<file path="config.mk">
export PLATFORM = sky130hd
export DESIGN_NAME = imem_loader
export DESIGN_NICKNAME = d
export VERILOG_FILES = /design/src/rtl/imem_loader.sv
export SDC_FILE = /design/constraint.sdc
export NUM_CORES = 1
export LEC_CHECK = 0
export CORE_ASPECT_RATIO = 0.75
export CORE_MARGIN = 2
export CORE_UTILIZATION = 30
export CTS_CLUSTER_DIAMETER = 100
export DETAILED_ROUTE_END_ITERATION = 10
export GPL_ROUTABILITY_DRIVEN = 0
export GPL_TIMING_DRIVEN = 0
export PLACE_DENSITY = 0.46
export SLEW_MARGIN = 0
export SYNTH_ARGS = -nofsm -noshare
export SYNTH_HDL_FRONTEND = slang
export SYNTH_SLANG_ARGS = --single-unit
</file>
<file path="constraint.sdc">
create_clock -name clk -period 3.9 [get_ports clk]
set_clock_uncertainty 0.1 [all_clocks]
set_input_delay 0.78 -clock clk [delete_from_list [all_inputs] [get_ports clk]]
set_output_delay 0.78 -clock clk [all_outputs]
set_load 0.05 [all_outputs]
</file>
<file path="src/rtl/imem_loader.sv">
// Boot loader: receives a length-prefixed byte stream, writes it big-endian into
// instruction memory from address 0, verifies an XOR checksum, then releases the core.
module imem_loader #(
    parameter int ADDR_WIDTH = 10
) (
    input  logic                  clk,
    input  logic                  reset,
    input  logic                  start,
    input  logic [7:0]            in_data,
    input  logic                  in_valid,
    output logic                  in_ready,
    output logic                  mem_we,
    output logic [ADDR_WIDTH-1:0] mem_addr,
    output logic [7:0]            mem_wdata,
    output logic                  cpu_reset,
    output logic                  done,
    output logic                  error
);

    localparam int unsigned MAX_WORDS = 2 ** (ADDR_WIDTH - 2);

    typedef enum logic [2:0] {
        S_IDLE,
        S_LEN_HI,
        S_LEN_LO,
        S_DATA,
        S_CHECK,
        S_DONE,
        S_ERROR
    } state_t;

    state_t                state;
    logic [7:0]            len_hi;
    logic [ADDR_WIDTH-3:0] len_m1;
    logic [ADDR_WIDTH-1:0] cnt;
    logic [7:0]            csum;
    logic [15:0]           n_words;
    logic                  xfer;

    assign in_ready = (state == S_LEN_HI) || (state == S_LEN_LO) ||
                      (state == S_DATA)   || (state == S_CHECK);
    assign xfer     = in_valid && in_ready;
    assign n_words  = {len_hi, in_data};

    always_ff @(posedge clk) begin
        if (reset) begin
            state     <= S_IDLE;
            len_hi    <= '0;
            len_m1    <= '0;
            cnt       <= '0;
            csum      <= '0;
            mem_we    <= 1'b0;
            mem_addr  <= '0;
            mem_wdata <= '0;
            cpu_reset <= 1'b1;
            done      <= 1'b0;
            error     <= 1'b0;
        end else begin
            mem_we <= 1'b0;
            case (state)
                S_IDLE: begin
                    if (start) begin
                        state <= S_LEN_HI;
                        cnt   <= '0;
                        csum  <= '0;
                    end
                end
                S_LEN_HI: begin
                    if (xfer) begin
                        len_hi <= in_data;
                        state  <= S_LEN_LO;
                    end
                end
                S_LEN_LO: begin
                    if (xfer) begin
                        // Store N-1 so the last byte index is {N-1, 2'b11} without a wider counter.
                        len_m1 <= (ADDR_WIDTH-2)'(n_words - 16'd1);
                        if (n_words == 16'd0 || 32'(n_words) > MAX_WORDS) begin
                            state <= S_ERROR;
                            error <= 1'b1;
                        end else begin
                            state <= S_DATA;
                        end
                    end
                end
                S_DATA: begin
                    if (xfer) begin
                        mem_we    <= 1'b1;
                        mem_addr  <= cnt;
                        mem_wdata <= in_data;
                        csum      <= csum ^ in_data;
                        if (cnt == {len_m1, 2'b11}) begin
                            state <= S_CHECK;
                        end else begin
                            cnt <= cnt + 1'b1;
                        end
                    end
                end
                S_CHECK: begin
                    if (xfer) begin
                        if (in_data == csum) begin
                            state     <= S_DONE;
                            done      <= 1'b1;
                            cpu_reset <= 1'b0;
                        end else begin
                            state <= S_ERROR;
                            error <= 1'b1;
                        end
                    end
                end
                S_DONE, S_ERROR: begin
                    if (start) begin
                        state     <= S_LEN_HI;
                        cnt       <= '0;
                        csum      <= '0;
                        done      <= 1'b0;
                        error     <= 1'b0;
                        cpu_reset <= 1'b1;
                    end
                end
                default: state <= S_IDLE;
            endcase
        end
    end

endmodule

</file>
==> impl_metrics.csv, run 1 <==
group,metric,value,unit
floorplan,design.core.area,0.00962,mm²
synthesis,postSynthNetCount,378,
critical_path,critPathRequiredTime,3.02,ns
detailed_routing,ant_nets,0,
cts,clkSinkCount,59,
synthesis,syn_inst,364,
cts,cts_tree,"built",
synthesis,synth_edf_count,0,
pwr,total_power,2.20,mW
critical_path,critPathArrivalTime,2.38,ns
floorplan,initial_utilization,30.7,%
floorplan,dieArea,0.0107,mm²
layout,synthToLayoutAreaGrowth,25.2,%
synthesis,synth-seq-cells,59,
layout,n_fill_cell,1021,
placed_design,pre_cts_ws,0.914,ns
flow_run,drv_cap,0,
cts,clk_path_buf_depth,2,
sta,finalHoldViolations,0,
critical_path,worstPathMaxFanout,10,
grt,antenna_found_initial,0,
cts,cts-root-buf,"clkbuf_16",
cts,post_cts_resize_count,0,
floorplan,dieHeight,89.9,µm
cts,post_cts_buffers,0,
status,status,"complete, no violations",
sta,setup_slack,0.636,ns
grt,grt_pass1_vias,2533,
critical_path,crit_buf_inv,3,
sta,slew_violations,0,
cts,cts_htree_levels,3,
detailed_routing,firstDrtPassIters,4,
cts,clkLatencyLatePin,0.34,ns
grt,gr-total-overflow,0,
critical_path,cp_top_family,"buffers and inverters",
cts,numCtsBuffers,9,
critical_path,cp_cell_sequence,"clkbuf_1, buf_1, xnor2_1, clkdlybuf4s50_1",
synthesis,synth_top_area_share,40.0,%
pwr,leakagePower,1.27,nW
sta,period_minus_slack,3.26,ns
pwr,peakVddDrop,0.230,mV
synthesis,syn-cell-area,0.00295,mm²
cts,clk_pin_slew,0.06,ns
layout,drive_gt1_share,8.62,%
detailed_routing,routed_via_density,5.08,
hold_path,hp-class,"flop to flop",
synthesis,ys.flop_type,"dfxtp_1",
layout,final_area,0.00369,mm²
sta,timing.fmax,0.306,GHz
critical_path,critPathKind,"flop to output port",
sta,tns,0,ns
layout,multiInputGateArea,0.00161,mm²
placed_design,hpwl,5.80,mm
synthesis,syn_area_per_cell,8.11,µm²
detailed_routing,num_vias,2735,
synthesis,synthArstFlopShare,0,%
critical_path,slowest_stage,"clkdlybuf4s50_1",
floorplan,pin_count,35,
sta,maxSlewHeadroom,43.6,%
placed_design,io_buffer_count,26,
pwr,power_density,596,mW/mm²
layout,finalNetCount,415,
detailed_routing,drt-initial-drc-count,154,
synthesis,synth.area.top_cells,"dfxtp_1 (40%), nand2_1 (8.0%), a21oi_1 (6.8%)",
synthesis,synth_warnings,0,
detailed_routing,routedWlPerCell,15.5,µm
critical_path,critPathLaunchType,"flop",
synthesis,ys_types,47,
critical_path,critPathMaxStageDelay,0.83,ns
layout,seqCellArea,0.00118,mm²
sta,setup_viol,0,
cts,cts.hold.buffers_added,0,
grt,grt_max_degree,12,
synthesis,yosysTopAreaCell,"dfxtp_1",
sta,max_slew.worst_pin.slew,0.846,ns
synthesis,synth_commonest_cells,"nand2_1 (63), dfxtp_1 (59), a21oi_1 (40)",
layout,n_antenna_cell,0,
placed_design,placedInstanceArea,0.00338,mm²
floorplan,rows,31,
critical_path,cp-end-kind,"output port",
synthesis,synth.most_common_cell,"nand2_1",
detailed_routing,totalWireLength,8.33,mm
synthesis,yosysSeqAreaShare,40.0,%
grt,grt_pass1_wl,13.5,mm
floorplan,chipWidth,119,µm
sta,finalCritPeriodShare,83.7,%
detailed_routing,drc,0,
grt,grt_usage,16.0,%
sta,rsz0062_at_grt,"no",
## state kept, by name (all words and copies together) (netlist names), 3 cells and up
register,count
cnt,10
mem_addr,10
csum,8
len_hi,8
len_m1,8
mem_wdata,8
state,3
## per-layer routing
metal  global-route usage, %  wire, µm  up-vias
met5                       0         0        -
met4                    5.56       108        0
met3                    4.44       450       10
met2                    22.5      3520       66
met1                    23.3      4250     1288
li1                        -         -     1371
## final cells by class
| cell class | instances | area share, % |
|---|---|---|
| Timing Repair Buffer | 26 | 7.04 |
| Inverter | 6 | 0.610 |
| Buffer | 31 | 3.79 |
| Clock buffer | 10 | 6.20 |
| Sequential cell | 59 | 32.0 |
| Multi-Input combinational cell | 268 | 43.5 |
| Tap cell | 132 | 4.47 |
| Clock inverter | 6 | 2.40 |
## final timing paths
| check | from | end | slack (ns) | cells after the start |
|---|---|---|---|---|
| max | state[2] | in_ready | 0.64 | 4 |
| min | mem_addr[5] | mem_addr[5] | 0.36 | 2 |
| max reg2reg | cnt[3] | cnt[7] | 1.42 | 7 |
| min reg2reg | mem_addr[5] | mem_addr[5] | 0.36 | 2 |
## cells in the final DEF, fill, tap and decap left out, types with 2 or more instances in the layout
cell type / Yosys / layout
or4_1: 8 / 8
and3_1: 2 / 2
o211ai_1: 5 / 5
o21ai_0: 9 / 9
inv_1: 6 / 6
buf_1: 3 / 3
a21o_1: 2 / 2
o31ai_1: 4 / 4
mux2i_1: 11 / 11
clkdlybuf4s50_1: 0 / 26
xnor2_1: 12 / 12
o22ai_1: 3 / 3
a211oi_1: 8 / 8
nor2_1: 31 / 31
clkbuf_1: 16 / 17
xor2_1: 11 / 11
nand2_1: 63 / 63
nor3_1: 3 / 3
clkbuf_16: 0 / 9
nand3_1: 7 / 7
buf_2: 10 / 10
nor4_1: 5 / 5
a21oi_1: 40 / 40
nand2b_1: 6 / 6
bufinv_16: 0 / 2
or4_4: 2 / 2
a311oi_1: 10 / 10
nand4_1: 3 / 3
or3_1: 4 / 4
dfxtp_1: 59 / 59
clkinvlp_4: 0 / 2
ha_1: 2 / 2
## stage by stage
step                      util, %  hold slack [ns]  std cells
final                        38.4            0.357        538
after global routing         38.4            0.374        538
after CTS                    38.4            0.360        538
after detailed placement     35.1            0.349        522
after global placement       35.1            0.347        522
after floorplan                 -            0.351        364
## cell families after synthesis
group | synth area share, %
and+or+nand+nor | 23.0
AOI/OAI and AO/OA | 20.1
DFF | 40.0
buffers and inverters | 5.51
xor gates and xnor gates | 6.82
muxes | 3.73
adders and majority gates | 0.848
## report_power, final
part,switching (mW),total (mW),internal (mW)
Clock,0.300,0.860,0.560
Sequential,0.0353,0.694,0.659
Combinational,0.418,0.649,0.231
## worst min-delay path, delay by kind of cell, from the launching register on
| kind | cells | cell delay [ns] |
|---|---|---|
| AO/OA/AOI/OAI | 1 | 0.05 |
| flip-flops | 1 | 0.30 |
| AND/OR/NAND/NOR | 1 | 0.05 |
No activity file was read; power rests on OpenSTA's default activity.
==> run 2: changes to the inputs <==
--- a/config.mk
+++ b/config.mk
@@ -12,7 +12,7 @@
 export DETAILED_ROUTE_END_ITERATION = 10
 export GPL_ROUTABILITY_DRIVEN = 0
 export GPL_TIMING_DRIVEN = 0
-export PLACE_DENSITY = 0.46
+export PLACE_DENSITY = 0.48
 export SLEW_MARGIN = 0
 export SYNTH_ARGS = -nofsm -noshare
 export SYNTH_HDL_FRONTEND = slang
==> constraint.sdc (replaced) <==
create_clock -name clk -period 2.9 [get_ports clk]
set_clock_uncertainty 0.1 [all_clocks]
set_input_delay 0.58 -clock clk [delete_from_list [all_inputs] [get_ports clk]]
set_output_delay 0.58 -clock clk [all_outputs]
set_load 0.05 [all_outputs]
==> run 2 against run 1 <==
  * Setup slack got worse by 0.37 ns
  * Critical path type unchanged
  * Combinational power increased by 31%
  * Critical path depth unchanged
  * Register-to-register slack got worse by 0.92 ns
  * Count of clock-buffer cells in the layout decreased by 1
  * Highest routed layer unchanged
  * Die area unchanged
  * Via count decreased by 2.0%
  * Largest power group unchanged
  * Cell count unchanged
==> impl_metrics.csv, run 2 (synthesized netlist as in run 1, its figures left out) <==
group,metric,value,unit
sta,setup_viol,0,
flow_run,drv_cap,0,
layout,layout_common_cells,"nand2_1 (63), dfxtp_1 (59), a21oi_1 (40)",
detailed_routing,ant_nets,0,
cts,clkLatencyLatePin,0.33,ns
pwr,peakVddDrop,0.398,mV
cts,clk_path_buf_depth,2,
layout,drive_gt1_share,9.11,%
critical_path,cp-end-kind,"output port",
layout,final_area,0.00369,mm²
pwr,pwr-share-comb,29.1,%
critical_path,slowest_stage,"dlygate4sd2_1",
grt,grt_pass1_wl,13.2,mm
cts,cts-root-buf,"clkbuf_16",
grt,grt_pass1_vias,2519,
placed_design,hpwl,5.77,mm
grt,gr-total-overflow,0,
detailed_routing,num_vias,2680,
layout,finalNetCount,415,
pwr,pwr-share-seq,32.0,%
sta,slew_violations,0,
placed_design,placedInstanceArea,0.00338,mm²
layout,layout_commonest_cell,"nand2_1",
critical_path,critPathRequiredTime,2.22,ns
floorplan,dieHeight,89.9,µm
hold_path,hp-class,"flop to flop",
detailed_routing,drt-initial-drc-count,106,
layout,synthToLayoutAreaGrowth,25.2,%
critical_path,worstPathMaxFanout,10,
cts,clk_pin_slew,0.05,ns
sta,tns,0,ns
cts,clkSinkCount,59,
sta,finalCritPeriodShare,90.7,%
grt,grt_max_degree,12,
status,status,"complete, no violations",
pwr,power_density,790,mW/mm²
floorplan,pin_count,35,
placed_design,io_buffer_count,26,
cts,cts.hold.buffers_added,0,
pwr,clkPwrFrac,38.9,%
sta,worst_hold_slack,0.355,ns
layout,reg.largest.list,"cnt (10), mem_addr (10)",
critical_path,cp_cell_sequence,"clkbuf_1, clkbuf_2, xnor2_1, dlygate4sd2_1",
sta,max_slew.worst_pin.slew,0.794,ns
pwr,switchingPower,0.981,mW
placed_design,pre_cts_ws,0.101,ns
detailed_routing,firstDrtPassIters,4,
critical_path,critPathMaxStageDelay,0.55,ns
detailed_routing,totalWireLength,7.88,mm
pwr,leakagePower,1.29,nW
critical_path,critPathKind,"flop to output port",
sta,setup_slack,0.271,ns
sta,finalHoldViolations,0,
pwr,p_int,1.94,mW
grt,grt_usage,15.7,%
floorplan,design.core.area,0.00962,mm²
sta,maxSlewHeadroom,46.7,%
detailed_routing,drc,0,
cts,post_cts_buffers,0,
floorplan,dieArea,0.0107,mm²
layout,n_antenna_cell,0,
cts,cts_htree_levels,3,
critical_path,critPathArrivalTime,1.95,ns
detailed_routing,routedWlPerCell,14.7,µm
sta,rsz0062_at_grt,"no",
sta,period_minus_slack,2.63,ns
critical_path,critPathLaunchType,"flop",
floorplan,initial_utilization,30.7,%
cts,cts_tree,"built",
layout,postLayoutCoreUtil,38.4,%
detailed_routing,routed_via_density,4.98,
grt,antenna_found_initial,0,
floorplan,chipWidth,119,µm
floorplan,rows,31,
sta,timing.fmax,0.380,GHz
cts,numCtsBuffers,9,
pwr,swShare,33.6,%
## run 2: cell types whose count changed in the layout (fill, tap and decap cells not counted)
cell / before / now
dlygate4sd2_1: 0 / 1
buf_1: 3 / 2
clkinv_2: 1 / 3
clkinv_4: 0 / 2
clkbuf_2: 0 / 1
clkdlybuf4s50_1: 26 / 25
clkbuf_1: 17 / 16
inv_6: 1 / 0
clkinvlp_4: 2 / 0
## run 2: power groups by stage
stage | combinational [mW] | clock (mW) | sequential (mW)
after global routing | 0.953 | 1.20 | 0.943
after CTS | 0.850 | 1.17 | 0.934
after detailed placement | 0.856 | 0 | 0.951
final | 0.850 | 1.14 | 0.933
after floorplan | 0.620 | 0 | 0.974
after global placement | 0.857 | 0 | 0.950
## run 2: what timing repair did
action / 4_1_cts / 5_1_grt
setup endpoints to repair: 1 / 1
gates resized for setup: 1 / 1
gates cloned: 0 / 0
## run 2: final cells by class
class,count,area (µm²)
buffer,31,141
clock buffer,9,225
clock inverter,7,92.6
fill,1034,5920
inverter,6,22.5
multi-input combinational,268,1610
sequential,59,1180
tap,132,165
timing repair buffer,26,259
## run 2: worst paths after layout
path,endpoint,cells after the start,startpoint,slack [ns]
max,in_ready,4,state[2],0.27
min reg2reg,mem_wdata[3],2,mem_wdata[3],0.36
min,mem_wdata[3],2,mem_wdata[3],0.36
max reg2reg,cnt[8],7,cnt[3],0.50
## run 2: worst max-delay path: cells and delay by family, from the launching register on
family | cells | cell delay (ns)
xor+xnor | 1 | 0.14
buf+inv | 3 | 1.18
flops | 1 | 0.30
## run 2: layer usage
layer,track usage (%),vias to the layer above,wire length [µm]
met5,0,-,0
met2,22.2,50,3260
met4,4.76,0,77
li1,-,1366,-
met3,5.46,6,397
met1,22.4,1258,4140
## run 2: metrics by stage
| step | total power [mW] | std cells |
|---|---|---|
| 6_report | 2.92 | 538 |
| 5_1_grt | 3.09 | 538 |
| 4_1_cts | 2.95 | 538 |
| 3_5_place_dp | 1.81 | 522 |
| 3_3_place_gp | 1.81 | 522 |
| 2_1_floorplan | 1.59 | 364 |
